## config.mk

```make
export PLATFORM = sky130hd
export DESIGN_NAME = sap_ctrl_seq
export DESIGN_NICKNAME = d
export VERILOG_FILES = /design/src/rtl/sap_pkg.sv /design/src/rtl/sap_udecode.sv /design/src/rtl/sap_ctrl_seq.sv
export SDC_FILE = /design/constraint.sdc
export NUM_CORES = 1
export LEC_CHECK = 0
export CORE_AREA = 5 5 42 44
export CTS_BUF_LIST = sky130_fd_sc_hd__clkbuf_8
export DETAILED_ROUTE_END_ITERATION = 16
export DIE_AREA = 0 0 47 49
export DONT_BUFFER_PORTS = 1
export PLACE_DENSITY = 0.78
export SYNTH_ARGS = -nofsm -noshare
export SYNTH_HDL_FRONTEND = slang
export SYNTH_HIERARCHICAL = 1
export SYNTH_SLANG_ARGS = --single-unit
```

## constraint.sdc

```tcl
create_clock -name clk -period 1.95 [get_ports clk]
set_input_delay 0.39 -clock clk [delete_from_list [all_inputs] [get_ports clk]]
set_output_delay 0.39 -clock clk [all_outputs]
set_load 0.05 [all_outputs]
```

## src/rtl/sap_pkg.sv

```systemverilog
// Shared types and constants for the SAP microsequencer: opcodes, FSM states,
// control word layout and fixed T-state boundaries.
package sap_pkg;

    localparam int unsigned OPCODE_W     = 4;
    localparam int unsigned CTRL_W       = 14;
    localparam int unsigned STATE_W      = 3;
    localparam int unsigned T_FETCH_LAST = 2;
    localparam int unsigned T_EXEC_FIRST = 3;

    typedef enum logic [OPCODE_W-1:0] {
        OP_NOP = 4'h0,
        OP_LDA = 4'h1,
        OP_ADD = 4'h2,
        OP_SUB = 4'h3,
        OP_JMP = 4'h6,
        OP_JC  = 4'h7,
        OP_JZ  = 4'h8,
        OP_OUT = 4'hE,
        OP_HLT = 4'hF
    } opcode_e;

    typedef enum logic [STATE_W-1:0] {
        ST_START  = 3'd0,
        ST_FETCH  = 3'd1,
        ST_EXEC   = 3'd2,
        ST_WAIT   = 3'd3,
        ST_HALTED = 3'd4
    } state_e;

    // MSB first: hlt is bit 13, out_load is bit 0
    typedef struct packed {
        logic hlt;
        logic pc_inc;
        logic pc_en;
        logic pc_load;
        logic mar_load;
        logic mem_en;
        logic ir_load;
        logic ir_en;
        logic a_load;
        logic a_en;
        logic b_load;
        logic adder_sub;
        logic adder_en;
        logic out_load;
    } ctrl_word_t;

endpackage

```

## src/rtl/sap_udecode.sv

```systemverilog
// Combinational microcode ROM: maps sequencer state, T-state, opcode and flags
// to the control word and the end-of-instruction indication.
module sap_udecode
    import sap_pkg::*;
#(
    parameter int unsigned MAX_T = 6,
    parameter int unsigned TW    = $clog2(MAX_T)
) (
    input  logic [STATE_W-1:0]  i_state,
    input  logic [TW-1:0]       i_t_state,
    input  logic [OPCODE_W-1:0] i_opcode,
    input  logic                i_flag_z,
    input  logic                i_flag_c,
    output logic [CTRL_W-1:0]   o_ctrl,
    output logic                o_done
);

    ctrl_word_t w_cw;
    logic       w_nat_done;
    logic       w_force;
    logic       w_t3;
    logic       w_t4;
    logic       w_t5;

    assign w_t3 = (i_t_state == TW'(T_EXEC_FIRST));
    assign w_t4 = (i_t_state == TW'(T_EXEC_FIRST + 1));
    assign w_t5 = (i_t_state == TW'(T_EXEC_FIRST + 2));

    always_comb begin
        w_cw       = '0;
        w_nat_done = 1'b0;
        case (state_e'(i_state))
            ST_FETCH: begin
                if (i_t_state == TW'(0)) begin
                    w_cw.pc_en    = 1'b1;
                    w_cw.mar_load = 1'b1;
                end else if (i_t_state == TW'(1)) begin
                    w_cw.pc_inc = 1'b1;
                end else if (i_t_state == TW'(T_FETCH_LAST)) begin
                    w_cw.mem_en  = 1'b1;
                    w_cw.ir_load = 1'b1;
                end
            end
            ST_EXEC: begin
                case (opcode_e'(i_opcode))
                    OP_LDA: begin
                        if (w_t3) begin
                            w_cw.ir_en    = 1'b1;
                            w_cw.mar_load = 1'b1;
                        end
                        if (w_t4) begin
                            w_cw.mem_en = 1'b1;
                            w_cw.a_load = 1'b1;
                            w_nat_done  = 1'b1;
                        end
                    end
                    OP_ADD, OP_SUB: begin
                        if (w_t3) begin
                            w_cw.ir_en    = 1'b1;
                            w_cw.mar_load = 1'b1;
                        end
                        if (w_t4) begin
                            w_cw.mem_en    = 1'b1;
                            w_cw.b_load    = 1'b1;
                            w_cw.adder_sub = (opcode_e'(i_opcode) == OP_SUB);
                        end
                        if (w_t5) begin
                            w_cw.adder_en  = 1'b1;
                            w_cw.a_load    = 1'b1;
                            w_cw.adder_sub = (opcode_e'(i_opcode) == OP_SUB);
                            w_nat_done     = 1'b1;
                        end
                    end
                    OP_JMP, OP_JC, OP_JZ: begin
                        // JC/JZ look at the flags only here, in T3
                        if (w_t3) begin
                            if ((opcode_e'(i_opcode) == OP_JMP) ||
                                ((opcode_e'(i_opcode) == OP_JC) && i_flag_c) ||
                                ((opcode_e'(i_opcode) == OP_JZ) && i_flag_z)) begin
                                w_cw.ir_en   = 1'b1;
                                w_cw.pc_load = 1'b1;
                            end
                            w_nat_done = 1'b1;
                        end
                    end
                    OP_OUT: begin
                        if (w_t3) begin
                            w_cw.a_en     = 1'b1;
                            w_cw.out_load = 1'b1;
                            w_nat_done    = 1'b1;
                        end
                    end
                    OP_HLT: begin
                        if (w_t3) begin
                            w_cw.hlt   = 1'b1;
                            w_nat_done = 1'b1;
                        end
                    end
                    default: w_nat_done = w_t3;
                endcase
            end
            ST_HALTED: w_cw.hlt = 1'b1;
            default: ;
        endcase
        // Watchdog: the last slot always ends the instruction with no strobes
        w_force = (state_e'(i_state) == ST_EXEC) && !w_nat_done &&
                  (i_t_state >= TW'(MAX_T - 1));
        if (w_force) begin
            w_cw = '0;
        end
    end

    assign o_ctrl = w_cw;
    assign o_done = w_nat_done | w_force;

endmodule

```

## src/rtl/sap_ctrl_seq.sv

```systemverilog
// SAP microsequencer: T-state counter, run/step/halt FSM and step edge detect
// around the microcode ROM; the control word follows the registered state.
module sap_ctrl_seq
    import sap_pkg::*;
#(
    parameter  int unsigned MAX_T = 6,
    localparam int unsigned TW    = $clog2(MAX_T)
) (
    input  logic                clk,
    input  logic                rst,
    input  logic                run,
    input  logic                step,
    input  logic [OPCODE_W-1:0] opcode,
    input  logic                flag_z,
    input  logic                flag_c,
    output logic [CTRL_W-1:0]   ctrl_out,
    output logic [TW-1:0]       t_state,
    output logic                halted,
    output logic                instr_done
);

    state_e            r_state;
    state_e            w_state_nxt;
    logic [TW-1:0]     r_t;
    logic [TW-1:0]     w_t_nxt;
    logic              r_step_q;
    logic              r_halted;
    logic [CTRL_W-1:0] w_ctrl;
    logic              w_done;
    ctrl_word_t        w_cw;
    logic              w_step_rise;

    sap_udecode #(
        .MAX_T (MAX_T),
        .TW    (TW)
    ) u_udecode (
        .i_state   (r_state),
        .i_t_state (r_t),
        .i_opcode  (opcode),
        .i_flag_z  (flag_z),
        .i_flag_c  (flag_c),
        .o_ctrl    (w_ctrl),
        .o_done    (w_done)
    );

    assign w_cw        = ctrl_word_t'(w_ctrl);
    assign w_step_rise = step & ~r_step_q;

    // State register
    always_ff @(posedge clk or negedge rst) begin
        if (!rst) begin
            r_state  <= ST_START;
            r_t      <= '0;
            r_step_q <= 1'b0;
            r_halted <= 1'b0;
        end else begin
            r_state  <= w_state_nxt;
            r_t      <= w_t_nxt;
            r_step_q <= step;
            r_halted <= (w_state_nxt == ST_HALTED);
        end
    end

    // Next-state logic; run is only consulted at instruction boundaries
    always_comb begin
        w_state_nxt = r_state;
        w_t_nxt     = '0;
        case (r_state)
            ST_START: w_state_nxt = run ? ST_FETCH : ST_WAIT;
            ST_WAIT: begin
                if (w_step_rise) begin
                    w_state_nxt = ST_FETCH;
                end
            end
            ST_FETCH: begin
                if (r_t == TW'(T_FETCH_LAST)) begin
                    w_state_nxt = ST_EXEC;
                    w_t_nxt     = TW'(T_EXEC_FIRST);
                end else begin
                    w_t_nxt = r_t + TW'(1);
                end
            end
            ST_EXEC: begin
                if (w_done) begin
                    if (w_cw.hlt) begin
                        w_state_nxt = ST_HALTED;
                    end else begin
                        w_state_nxt = run ? ST_FETCH : ST_WAIT;
                    end
                end else begin
                    w_t_nxt = r_t + TW'(1);
                end
            end
            ST_HALTED: w_state_nxt = ST_HALTED;
            default:   w_state_nxt = ST_START;
        endcase
    end

    // Outputs
    always_comb begin
        ctrl_out   = w_ctrl;
        instr_done = w_done;
        t_state    = r_t;
        halted     = r_halted;
    end

endmodule
```

[Word-level counts from Yosys, hierarchy flattened]
Cells that the tools add are included.
Storage, ports and cells
  register bits after elaboration: 8
  word-level logic and storage cells: 78
Operators by class
  bitwise logic cells: 3
  equal/unequal tests: 18
  add/sub/neg operators: 1
  order comparisons: 1
  reduce and logical (&&, ||, !) cells: 13
  mux-type cells: 38
Operator list (count)
  3-bit two-way mux: 7
  2-bit two-way mux: 8
  3-bit case mux with 5 select lines: 1
  1-bit two-way mux: 14
  14-bit two-way mux: 1
  3-bit by 2-bit equality test with 1-bit output (second input constant): 4
  3-bit equality test (second input constant): 4
  4-bit equality test (second input constant): 3
  4-bit by 2-bit equality test with 1-bit output (second input constant): 2
  4-bit by 3-bit equality test with 1-bit output (second input constant): 2
  7-bit two-way mux: 1
  3-bit by 1-bit equality test with 1-bit output (second input constant): 2
  3-bit logical NOT: 2
  1-bit case mux with 2 select lines: 3
  3-bit case mux with 2 select lines: 1
  3-bit OR reduction: 2
  5-bit OR reduction: 1
  4-bit by 1-bit equality test with 1-bit output (second input constant): 1
  1-bit logical AND: 4
  2-bit case mux with 2 select lines: 1
  3-bit by 1-bit adder with 3-bit output (second input constant): 1
  3-bit greater-or-equal comparator (second input constant): 1
  1-bit case mux with 3 select lines: 1
  1-bit logical OR: 2
  5 further kinds: 5

[Depth between registers and ports, before layout]
  depth in word-level cells: 13
  mapped depth: 7
  gate-level depth less buffers: 6

[By module]
The synthesis kept the hierarchy.
Modules (own cells, without submodules)
  sap_ctrl_seq: area each 407.9 um^2, cells an instance 38, times used 1
  sap_udecode: area each 285.3 um^2, cells an instance 44, times used 1

[Worst setup path after synthesis]
OpenSTA, ideal clock, no wires.
  path type: flip-flop to flip-flop
  start point: register r_t[1], in the netlist t_state[1]
  end point: register r_halted, in the netlist halted
  stages on the path, launching flop included: 7
  setup time: 73 ps
  buffers on the path: 1
  slack: -1291 ps
  clock period less this slack: 3241 ps
  data arrival time: 3168 ps
  data required time: 1877 ps
  path through: dfrtp_1 -> clkbuf_1 -> nand3_1 -> o32ai_1 -> nand3_1 -> mux2_2 -> nor2_1
Between the ends
  longest elaborated chain between the ends: 12
  elaborated cells between the ends (all ways): 22
  classes of those cells: order compare (1); eq/ne (5); mux (12); bitwise (1); reduce/logical (3)
RTL lines
  start, declared: line sap_ctrl_seq.sv:24  | logic [TW-1:0] r_t;
  start signal, assigned: line sap_ctrl_seq.sv:58  | r_t <= w_t_nxt;
  3-bit by 2-bit equality test with 1-bit output (tied with other cells): line sap_udecode.sv:25  | assign w_t3 = (i_t_state == TW'(T_EXEC_FIRST));
  1-bit two-way mux, on equally long branches
  1-bit case mux with 3 select lines: line sap_udecode.sv:45  | case (opcode_e'(i_opcode))
  1-bit two-way mux: line sap_udecode.sv:32  | case (state_e'(i_state))
  1-bit logical NOT: line sap_udecode.sv:106  | w_force = (state_e'(i_state) == ST_EXEC) && !w_nat_done &&
  1-bit logical AND (2 in a row): line sap_udecode.sv:106
  14-bit two-way mux (*): line sap_udecode.sv:108  | if (w_force) begin
  named net ctrl_out[13]: line sap_ctrl_seq.sv:16  | output logic [CTRL_W-1:0] ctrl_out,
  3-bit two-way mux (*): line sap_ctrl_seq.sv:85  | if (w_cw.hlt) begin
  3-bit two-way mux (*): line sap_ctrl_seq.sv:84  | if (w_done) begin
  3-bit case mux with 5 select lines (*): line sap_ctrl_seq.sv:68  | case (r_state)
  3-bit equality test (*): line sap_ctrl_seq.sv:60  | r_halted <= (w_state_nxt == ST_HALTED);
  end signal, assigned: line sap_ctrl_seq.sv:60
  end, declared: line sap_ctrl_seq.sv:27  | logic r_halted;
The timed path passes the listed nets; every way through them passes the cells marked *.

[Final worst setup path]
  start point: register r_state[0]
  end point: output port ctrl_out[1]
Between the ends
  longest elaborated chain between the ends: 6
  elaborated cells between the ends (all ways): 7
  classes of those cells: eq/ne (1); mux (3); reduce/logical (3)
RTL lines
  start, declared: line sap_ctrl_seq.sv:22  | state_e r_state;
  start signal, assigned: line sap_ctrl_seq.sv:57  | r_state <= w_state_nxt;
  3-bit by 2-bit equality test with 1-bit output (*): line sap_udecode.sv:32, sap_udecode.sv:106
  1-bit two-way mux: line sap_udecode.sv:32
  1-bit logical NOT: line sap_udecode.sv:106
  1-bit logical AND (2 in a row): line sap_udecode.sv:106
  14-bit two-way mux (*): line sap_udecode.sv:108
  end, declared: line sap_ctrl_seq.sv:16
Every way passes the cells marked *; elsewhere a longest branch is shown, timed or not.

==> summary.md <==
| Metric | Value |
|---|---|
| Status | `finished with violations` |
| Failing checks | `negative setup slack` |
| Grt ovf | `0` |
| Total track usage | `0.2139` |
| CP Launch Type | `flop` |
| Hold_sp | `step` |
| Number of max-cap violations | `0` |
| Peak VDD IR | `1.185 mV` |
| Sink Count | `8` |
| Core footprint | `1401 µm²` |
| Total CTS buffers | `3` |
| Reg area | `205.2 µm²` |
| Synth Net Count | `94` |
| Final wirelength | `2.274 mm` |
| Hold path endpoint | `r_step_q` |
| CP Max Fanout | `7` |
| Final WS setup | `-0.1094 ns` |
| Crit path kind | `reg2out` |
| Slew HR | `0.5752` |
| DR pass1 iterations | `4` |
| Power consumption | `1.810 mW` |
| Finished Cell Area | `1191 µm²` |
| Crit path required time | `1.56 ns` |
| Seq pwr share | `0.182` |
| NetSw | `921.9 µW` |
| Row count | `14` |
| Share of layout cells above drive strength 1 | `0.5185` |
| Post-Synthesis Cell Area | `693.2 µm²` |
| Power Density | `1519 nW/µm²` |
| Dpl cells | `116` |
| DR WL/cell | `18.34 µm` |
| Placer Congestion | `0.8306` |
| Hold depth | `0` |
| R2R depth | `7` |
| Routed Antenna Nets | `0` |
| Port Buffers | `0` |
| Final Non-Filler Cells | `124` |
| Top_reg_cell synth | `dfrtp_1` |
| Worst slew pin tran | `0.6306 ns` |
| Fill count | `79` |
| N_diodes | `0` |
| Pint | `887.8 µW` |
| Final Hold Fails | `0` |
| Die Area | `2303 µm²` |
| Leak pwr | `0.4568 nW` |
| Area occupied by multi-input gates | `626.9 µm²` |
| RSZ-0062 raised after global routing | `yes` |
| Die width | `47 µm` |
| Asr flop ratio synth | `1.000` |
| DR vias | `787` |
| Sw Share | `0.5094` |
| FF-to-FF End | `t_state[1]` |
| WP data arrival | `1.67 ns` |
| DR DRC count | `0` |
| Syn. warnings | `6` |
| Htree depth | `1` |
| Clock latency on the worst-skew pair | `0.23 ns` |
| Starting Density | `0.4946` |
| Crit path capture type | `output pin` |
| Post-layout min period | `2.059 ns` |
| Mean Syn Cell Area | `8.453 µm²` |
| Via/cell ratio | `6.347` |
| Yosys reg bits | `8` |
| CTS max path bufs | `2` |
| Reg-to-reg slack, setup | `0.06 ns` |
| DP Area | `1042 µm²` |
| First-pass GRT wire length | `3.622 mm` |
| CTS tree | `done` |
| Clk root buf | `clkbuf_8` |
| EDFF count, synth | `0` |
| Comb power frac | `0.706` |
| Initial antenna violation count | `0` |
| Final Max Tran Viols | `0` |
| Ports | `29` |
| First-iteration detailed-routing DRC count | `14` |
| Final Util | `0.8500` |
| Cells after synthesis | `82` |
| Largest net degree at the start of global routing | `11` |
| Power share of the clock group | `0.112` |
| Area Overhead vs Synth | `71.84%` |
| Distinct cells, synth | `39` |
| Die span in y | `49 µm` |
| Pre-CTS WS | `0.08456 ns` |
| Crit share post-route | `1.056` |
| R2r startpoint | `t_state[0]` |
| Clk_skew | `0.006459 ns` |
| Hold Path Class | `in2reg` |
| Nets@finish | `121` |
| Vias in the first global route | `831` |
| Reg clk slew, reported paths | `0.04 ns` |
| Seq/Total Area, Yosys | `0.2888` |
| Fmax | `0.4856 GHz` |
| Final setup viols | `14` |
| Post-DP HPWL | `1.558 mm` |
## layout make-up
type | instances | area share
Clock inverter | 1 | 0.003151
Sequential cell | 8 | 0.1723
Multi-Input combinational cell | 66 | 0.5263
Inverter | 5 | 0.01576
Tap cell | 16 | 0.01681
Timing Repair Buffer | 25 | 0.2311
Clock buffer | 3 | 0.03466
## synthesized netlist by cell type (all sizes together), types with 2 or more instances
library cell / instances / area (µm²)
dfrtp: 8 / 200.2
nor2: 8 / 30.03
a21oi: 7 / 38.79
o21ai: 6 / 30.02
inv: 5 / 18.77
nand2: 5 / 18.77
nand3: 4 / 20.02
nor3: 4 / 36.29
nand2b: 3 / 18.77
nor2b: 3 / 18.77
nor3b: 3 / 27.52
nor4b: 3 / 32.53
a31oi: 2 / 12.51
buf: 2 / 12.51
ha: 2 / 25.02
## how the worst max path moves through the flow
stage / from / endpoint / slack (ns)
floorplan: t_state[2] / ctrl_out[9] / -0.37
global placement: r_state[0] / instr_done / 0.11
detailed placement: r_state[2] / ctrl_out[9] / 0.08
CTS: t_state[2] / ctrl_out[6] / -0.08
global route: t_state[2] / ctrl_out[13] / -0.16
finish: r_state[0] / ctrl_out[1] / -0.11
## placed cells by master, fill, tap and decap left out, types with 2 or more instances in the layout
master,netlist,routed
a31oi_4,0,2
buf_12,0,5
nor3b_1,2,2
o21ai_0,3,2
buf_6,0,6
nor3_4,1,3
nor4b_4,0,3
nor2_4,0,2
nand3_1,4,2
inv_1,5,6
nor2_1,8,6
dfrtp_2,0,4
ha_1,2,2
nand2_1,5,5
a21oi_1,6,4
o21ai_1,3,3
nand3_2,0,2
dfrtp_1,8,4
a21oi_2,1,2
clkbuf_8,0,3
nor2b_1,3,3
nand2b_1,3,3
buf_4,1,13
## power groups by stage
stage               clock network (mW)  logic (mW)  registers, mW
floorplan                            0       0.719          0.415
global placement                     0        1.09          0.311
detailed placement                   0        1.12          0.316
CTS                              0.205        1.20          0.318
global route                     0.213        1.35          0.340
finish                           0.203        1.28          0.330
## cell families (layout without fill, tap and decap cells)
kind of cell | Yosys count | after routing | synth area share
AND/OR/NAND/NOR | 41 | 41 | 0.3971
adder cells (fa/ha/maj) | 2 | 2 | 0.03610
XOR/XNOR | 1 | 1 | 0.01264
flip-flops | 8 | 8 | 0.2888
AO/OA/AOI/OAI | 21 | 21 | 0.1986
multiplexers | 1 | 1 | 0.01624
buffers and inverters | 8 | 34 | 0.05054
## through the flow
stage	hold WS, ns	TNS, ns
5_1_grt	0.1851	-1.875
3_3_place_gp	0.09463	0
4_1_cts	0.1901	-0.6781
2_1_floorplan	0.09441	-3.290
6_report	0.1909	-0.9225
3_5_place_dp	0.09459	0
## registers in the layout, indices dropped and copies added (netlist names)
| register | cells |
|---|---|
| halted | 1 |
| r_state | 3 |
| r_step_q | 1 |
| t_state | 3 |
## metal layers
metal  global-route usage  wire, µm  part of all wire  vias to the layer above
met3              0.04428       189             0.083                       11
met1               0.2330       800              0.35                      373
met2               0.3643      1196              0.53                       50
li1                     -         -                 -                      353
met5                    0         0                 0                        -
met4               0.1152        88             0.039                        0
## worst max-delay path, stage by stage (launching register included)
cell and delay (ns):
dfrtp_2 0.45, nor3b_1 0.44, nand3_2 0.21, nor2_4 0.34
## timing repair
action	4_1_cts	5_1_grt
endpoints found under the hold margin	8	0
hold buffers	1	0
resized for setup	7	8
endpoints found under the setup margin	14	18
buffers inserted	3	0
pin swaps	6	2
(Power assumes the default switching activity.)
